**src/rtl/fft_sample_loader_if.sv**
```systemverilog
// Byte-stream in / word-write out bundle for the FFT sample loader.
// The slave modport is the loader's view; the master modport is the view of
// whatever drives the byte stream and consumes the store writes.
interface fft_sample_loader_if #(
  parameter int N      = 16,
  parameter int ADDR_W = 2
);
  logic              i_start;
  logic [7:0]        i_byte;
  logic              i_byte_valid;
  logic              o_byte_ready;
  logic [N-1:0]      o_word;
  logic              o_write_enable;
  logic [ADDR_W-1:0] o_address;
  logic              o_busy;
  logic              o_frame_done;
  logic              i_frame_ack;

  modport slave (
    input  i_start, i_byte, i_byte_valid, i_frame_ack,
    output o_byte_ready, o_word, o_write_enable, o_address, o_busy, o_frame_done
  );

  modport master (
    output i_start, i_byte, i_byte_valid, i_frame_ack,
    input  o_byte_ready, o_word, o_write_enable, o_address, o_busy, o_frame_done
  );
endinterface

```
**src/rtl/fft_sample_loader.sv**
```systemverilog
// Feeds the FFT sample store: packs a low-byte-first byte stream into N-bit
// words, writes them to slots 0..WORDS-1 in order, then flags the frame and
// waits for the consumer's acknowledge before accepting another start.
module fft_sample_loader #(
  parameter int N      = 16,
  parameter int WORDS  = 4,
  parameter int ADDR_W = 2
) (
  input  logic          i_clk,
  input  logic          i_rst,
  fft_sample_loader_if.slave bus
);
  localparam int BPW = N / 8;
  localparam int CW  = (BPW > 1) ? $clog2(BPW) : 1;

  typedef enum logic [1:0] {IDLE, COLLECT, WRITE, DONE} state_t;

  state_t            state;
  logic [CW-1:0]     byte_cnt;
  logic [ADDR_W-1:0] word_idx;
  logic [N-1:0]      asm_word;
  logic [N-1:0]      asm_next;
  logic              xfer;

  // ready is only ever high in COLLECT, so this is the accepted-byte strobe
  assign xfer = bus.i_byte_valid && bus.o_byte_ready;

  // Assembler with the incoming byte dropped into its lane
  always_comb begin
    asm_next = asm_word;
    asm_next[8*byte_cnt +: 8] = bus.i_byte;
  end

  // Control FSM; every output is a register updated alongside the state
  always_ff @(posedge i_clk or posedge i_rst) begin
    if (i_rst) begin
      state              <= IDLE;
      byte_cnt           <= '0;
      word_idx           <= '0;
      asm_word           <= '0;
      bus.o_word         <= '0;
      bus.o_address      <= '0;
      bus.o_write_enable <= 1'b0;
      bus.o_byte_ready   <= 1'b0;
      bus.o_busy         <= 1'b0;
      bus.o_frame_done   <= 1'b0;
    end else begin
      bus.o_write_enable <= 1'b0;
      bus.o_frame_done   <= 1'b0;
      case (state)
        IDLE: begin
          if (bus.i_start) begin
            state            <= COLLECT;
            byte_cnt         <= '0;
            word_idx         <= '0;
            asm_word         <= '0;
            bus.o_byte_ready <= 1'b1;
            bus.o_busy       <= 1'b1;
          end
        end
        COLLECT: begin
          if (xfer) begin
            asm_word <= asm_next;
            if (byte_cnt == CW'(BPW - 1)) begin
              // Last byte of the word: present it to the store next cycle
              state              <= WRITE;
              byte_cnt           <= '0;
              bus.o_byte_ready   <= 1'b0;
              bus.o_write_enable <= 1'b1;
              bus.o_address      <= word_idx;
              bus.o_word         <= asm_next;
            end else begin
              byte_cnt <= byte_cnt + 1'b1;
            end
          end
        end
        WRITE: begin
          if (word_idx == ADDR_W'(WORDS - 1)) begin
            state            <= DONE;
            bus.o_busy       <= 1'b0;
            bus.o_frame_done <= 1'b1;
          end else begin
            state            <= COLLECT;
            word_idx         <= word_idx + 1'b1;
            bus.o_byte_ready <= 1'b1;
          end
        end
        DONE: begin
          if (bus.i_frame_ack) state <= IDLE;
        end
        default: state <= IDLE;
      endcase
    end
  end
endmodule

```
**src/flat_wrapper.sv**
```systemverilog
// flat-port wrapper written by rule: the top's interface ports become plain ports
module fft_sample_loader_flat 
#(
  parameter int N      = 16,
  parameter int WORDS  = 4,
  parameter int ADDR_W = 2
)
  (i_clk, i_rst, bus_i_start, bus_i_byte, bus_i_byte_valid, bus_i_frame_ack, bus_o_byte_ready, bus_o_word, bus_o_write_enable, bus_o_address, bus_o_busy, bus_o_frame_done);
  fft_sample_loader_if #(.N(N), .ADDR_W(ADDR_W)) bus_i ();
  input  logic i_clk;
  input  logic i_rst;
  input wire logic [$bits(bus_i.i_start)-1:0] bus_i_start;
  input wire logic [$bits(bus_i.i_byte)-1:0] bus_i_byte;
  input wire logic [$bits(bus_i.i_byte_valid)-1:0] bus_i_byte_valid;
  input wire logic [$bits(bus_i.i_frame_ack)-1:0] bus_i_frame_ack;
  output wire logic [$bits(bus_i.o_byte_ready)-1:0] bus_o_byte_ready;
  output wire logic [$bits(bus_i.o_word)-1:0] bus_o_word;
  output wire logic [$bits(bus_i.o_write_enable)-1:0] bus_o_write_enable;
  output wire logic [$bits(bus_i.o_address)-1:0] bus_o_address;
  output wire logic [$bits(bus_i.o_busy)-1:0] bus_o_busy;
  output wire logic [$bits(bus_i.o_frame_done)-1:0] bus_o_frame_done;
  assign bus_i.i_start = bus_i_start;
  assign bus_i.i_byte = bus_i_byte;
  assign bus_i.i_byte_valid = bus_i_byte_valid;
  assign bus_i.i_frame_ack = bus_i_frame_ack;
  assign bus_o_byte_ready = bus_i.o_byte_ready;
  assign bus_o_word = bus_i.o_word;
  assign bus_o_write_enable = bus_i.o_write_enable;
  assign bus_o_address = bus_i.o_address;
  assign bus_o_busy = bus_i.o_busy;
  assign bus_o_frame_done = bus_i.o_frame_done;
  fft_sample_loader #(.N(N), .WORDS(WORDS), .ADDR_W(ADDR_W)) u_core (.i_clk(i_clk), .i_rst(i_rst), .bus(bus_i));
endmodule
```
**config.mk**
```make
export PLATFORM = sky130hd
export DESIGN_NAME = fft_sample_loader_flat
export DESIGN_NICKNAME = d
export VERILOG_FILES = /design/src/rtl/fft_sample_loader_if.sv /design/src/rtl/fft_sample_loader.sv /design/src/flat_wrapper.sv
export SDC_FILE = /design/constraint.sdc
export NUM_CORES = 1
export LEC_CHECK = 0
export ABC_AREA = 1
export CAP_MARGIN = 20
export CORE_MARGIN = 2
export CORE_UTILIZATION = 47
export DETAILED_ROUTE_END_ITERATION = 7
export GPL_TIMING_DRIVEN = 0
export PLACE_DENSITY = 0.77
export SYNTH_ARGS = -nofsm -noshare
export SYNTH_HDL_FRONTEND = slang
export SYNTH_SLANG_ARGS = --single-unit
export TNS_END_PERCENT = 20
```
**constraint.sdc**
```tcl
create_clock -name i_clk -period 1.8 [get_ports i_clk]
set_input_delay 0.54 -clock i_clk [delete_from_list [all_inputs] [get_ports i_clk]]
set_output_delay 0.54 -clock i_clk [all_outputs]
set_load 0.005 [all_outputs]
```
==> results.sh <==
export IMPL_grt_pass1_vias=1532
export IMPL_slowest_delay_ns=0.52
export IMPL_numCtsBuffers=5
export IMPL_hold_viol=0
export IMPL_boundaryPins=35
export IMPL_status="finished, final reports clean"
export IMPL_grt_use_met2_pct=33.01
export IMPL_yosys_register_bits=42
export IMPL_cts_sinks=42
export IMPL_gp_congestion=0.7881
export IMPL_drtPass1Iterations=4
export IMPL_drive_gt1_share_pct=9.609
export IMPL_placed_area_um2=2344
export IMPL_synth_top_cell_area_share_pct=54.16
export IMPL_grt_max_degree=43
export IMPL_rows=23
export IMPL_cts_resized=0
export IMPL_yosys_area_top_type="dfrtp_1"
export IMPL_io_buffers=34
export IMPL_cp_slowest_cell="clkdlybuf4s50_1"
export IMPL_drv_slew=0
export IMPL_maxCapViolations=0
export IMPL_syn_area_um2=1941
export IMPL_cts_root_buf="clkbuf_8"
export IMPL_fillCellCount=381
export IMPL_nNetsFinal=294
export IMPL_seq_area_frac_synth_pct=54.16
export IMPL_drt_iter0_drc=111
export IMPL_antenna_found_initial=0
export IMPL_worstPathCellList="clkdlybuf4s50_1"
export IMPL_crit_fanout=4
export IMPL_max_freq_mhz=571.6
export IMPL_vias=1603
export IMPL_synth_area_leaders="dfrtp_1 54%, nand2_1 20%, o21ai_0 9.0%"
export IMPL_period_needed_ns=1.749
export IMPL_grt_pass1_wl_um=6734
export IMPL_ant_nets=0
export IMPL_vias_per_cell=4.843
export IMPL_ys_types=21
export IMPL_endpoint_kind="output pin"
export IMPL_power_density_nw_per_um2=1494
export IMPL_grt_overflow=0
export IMPL_leakagePower_nw=1.210
export IMPL_syn_area_per_cell_um2=8.120
export IMPL_crit_required_ns=1.26
export IMPL_fin_hold_ws_ns=0.4751
export IMPL_syn_nets=253
export IMPL_post_route_drc_count=0
export IMPL_critPathKind="flip-flop to output pin"
export IMPL_use_met1_pct=24.84
export IMPL_htreeDepth=2
export IMPL_yosysWarnings=0
export IMPL_die_height_um=68.26
export IMPL_worstPathArrival_ns=1.21
export IMPL_worstHoldPathType="flip-flop to flip-flop"
export IMPL_clockBufferDepth=2
export IMPL_tightest_slew_ns=0.8850
export IMPL_ir_drop_mv=0.7369
export IMPL_totalWireLength_um=4105
export IMPL_final_core_util_pct=60.87
export IMPL_n_antenna_cell=0
export IMPL_clkTransAtPathRegs_ns=0.07
export IMPL_dp_hpwl_um=2909
export IMPL_use_met3_pct=4.934
export IMPL_die_x_um=68.26
export IMPL_finalInstanceArea_um2=2435
export IMPL_busiest_layer="met2"
export IMPL_seqCellArea_um2=1051
export IMPL_rsz0062_at_grt="no"
export IMPL_areaGrowthSynthToFinish_pct=25.47
export IMPL_stdcell_count=331
export IMPL_die_area_um2=4659
export IMPL_crit_buf_inv=1
export IMPL_cts_hold_buf=0
export IMPL_worst_clock_skew_ns=0.003078
export IMPL_multi_input_area_um2=762.0
export IMPL_core_area_um2=4000
export IMPL_synthCells=239
export IMPL_path_delay_family="buffers and inverters"
export IMPL_cts_tree="built"
export IMPL_dp_cells=323
export IMPL_clk_latency_ns=0.29
export IMPL_cp_start_kind="flip-flop"
export IMPL_timing_final_crit_share_pct=97.19
export IMPL_maxSlewHeadroom_pct=40.92
export IMPL_start_util_pct=48.51
export IMPL_gr_usage_all_layers_pct=19.84
export IMPL_post_cts_buffers=0
export IMPL_setup_viol=0
export IMPL_wl_per_cell_um=12.40
-- per-stage QoR --
step                power (mW)  TNS [ns]  setup slack [ns]
floorplan                2.419         0            0.2856
global placement         3.006    -26.32           -0.5934
finish                   3.637         0           0.05059
CTS                      3.672         0           0.03418
detailed placement       3.044    -1.853          -0.09687
global route             3.967         0           0.02063
-- cells in the final DEF, fill, tap and decap left out --
cell type,instances
a21oi_1,1
nor2_1,9
clkinv_1,1
inv_2,2
o21ai_0,35
inv_1,16
buf_4,2
clkinv_2,1
nor2_4,1
nand3_1,5
o21bai_1,1
clkbuf_8,6
o21ai_2,7
nand3_2,1
clkbuf_1,5
dfrtp_1,42
or2_2,1
o31ai_1,3
nand2_2,2
ha_1,1
clkdlybuf4s50_1,34
nand2_1,101
buf_6,1
buf_2,3
-- state kept, by name, summed over array words and instances (netlist names) --
signal	cells
u_core.bus.o_byte_ready	1
u_core.bus.o_write_enable	1
u_core.bus.o_address	2
u_core.byte_cnt	1
u_core.asm_word	15
u_core.bus.o_word	16
u_core.word_idx	2
u_core.bus.o_frame_done	1
u_core.bus.o_busy	1
u_core.state	2
-- tightest hold or removal path: cells and delay by family, from the launching register on --
family        cells  cell delay [ns]
flops             1             0.35
simple gates      2             0.10
-- Yosys cell counts --
cell	number
clkbuf_1	4
dfrtp_1	42
inv_2	1
buf_4	2
o31ai_1	3
nor2_4	1
a21oi_1	1
inv_1	17
ha_1	1
nor2_1	9
clkinv_1	1
nand2_2	2
nand3_2	1
o21ai_0	35
buf_6	1
o21bai_1	1
o21ai_2	7
or2_2	1
buf_2	3
nand3_1	5
nand2_1	101
-- layout make-up --
cell class | instances | share of cell area, %
well taps | 50 | 2.569
plain buffers | 10 | 2.312
clock inverters | 1 | 0.2055
flip-flops and latches | 42 | 43.17
multi-input cells | 168 | 31.29
repair buffers | 34 | 13.98
inverters | 19 | 2.929
clock buffers | 7 | 3.546
-- power by group --
| part | total, mW | internal (mW) | switching (mW) |
|---|---|---|---|
| clock | 0.628 | 0.310 | 0.318 |
| sequential | 1.44 | 1.26 | 0.184 |
| combinational | 1.56 | 0.664 | 0.901 |
-- kinds of logic (layout without fill, tap and decap cells) --
group	Yosys count	in the layout	synth area share [%]
AO/OA/AOI/OAI	47	47	13.99
flip-flops	42	42	54.16
adder cells (fa/ha/maj)	1	1	0.6446
buffers and inverters	29	71	6.575
AND/OR/NAND/NOR	120	120	24.63
-- layer usage --
| metal | vias to the layer above | share of wire, % |
|---|---|---|
| met4 | 0 | 1.6 |
| met2 | 25 | 47 |
| met5 | - | 0 |
| met1 | 740 | 48 |
| li1 | 832 | - |
| met3 | 6 | 2.9 |
-- worst paths after layout --
| kind | from | endpoint | slack (ns) | cells past startpoint |
|---|---|---|---|---|
| min in group asynchronous | i_rst | u_core.bus.o_word[10] | 0.75 | 2 |
| worst min register to register | u_core.bus.o_busy | u_core.bus.o_busy | 0.48 | 2 |
| max in group asynchronous | i_rst | u_core.state[1] | 0.50 | 2 |
| worst min-delay path | u_core.bus.o_busy | u_core.bus.o_busy | 0.48 | 2 |
| worst max register to register | u_core.byte_cnt | u_core.bus.o_word[15] | 0.43 | 5 |
| worst max-delay path | u_core.bus.o_byte_ready | bus_o_byte_ready | 0.05 | 1 |
Power figures use the tool's default switching activity.
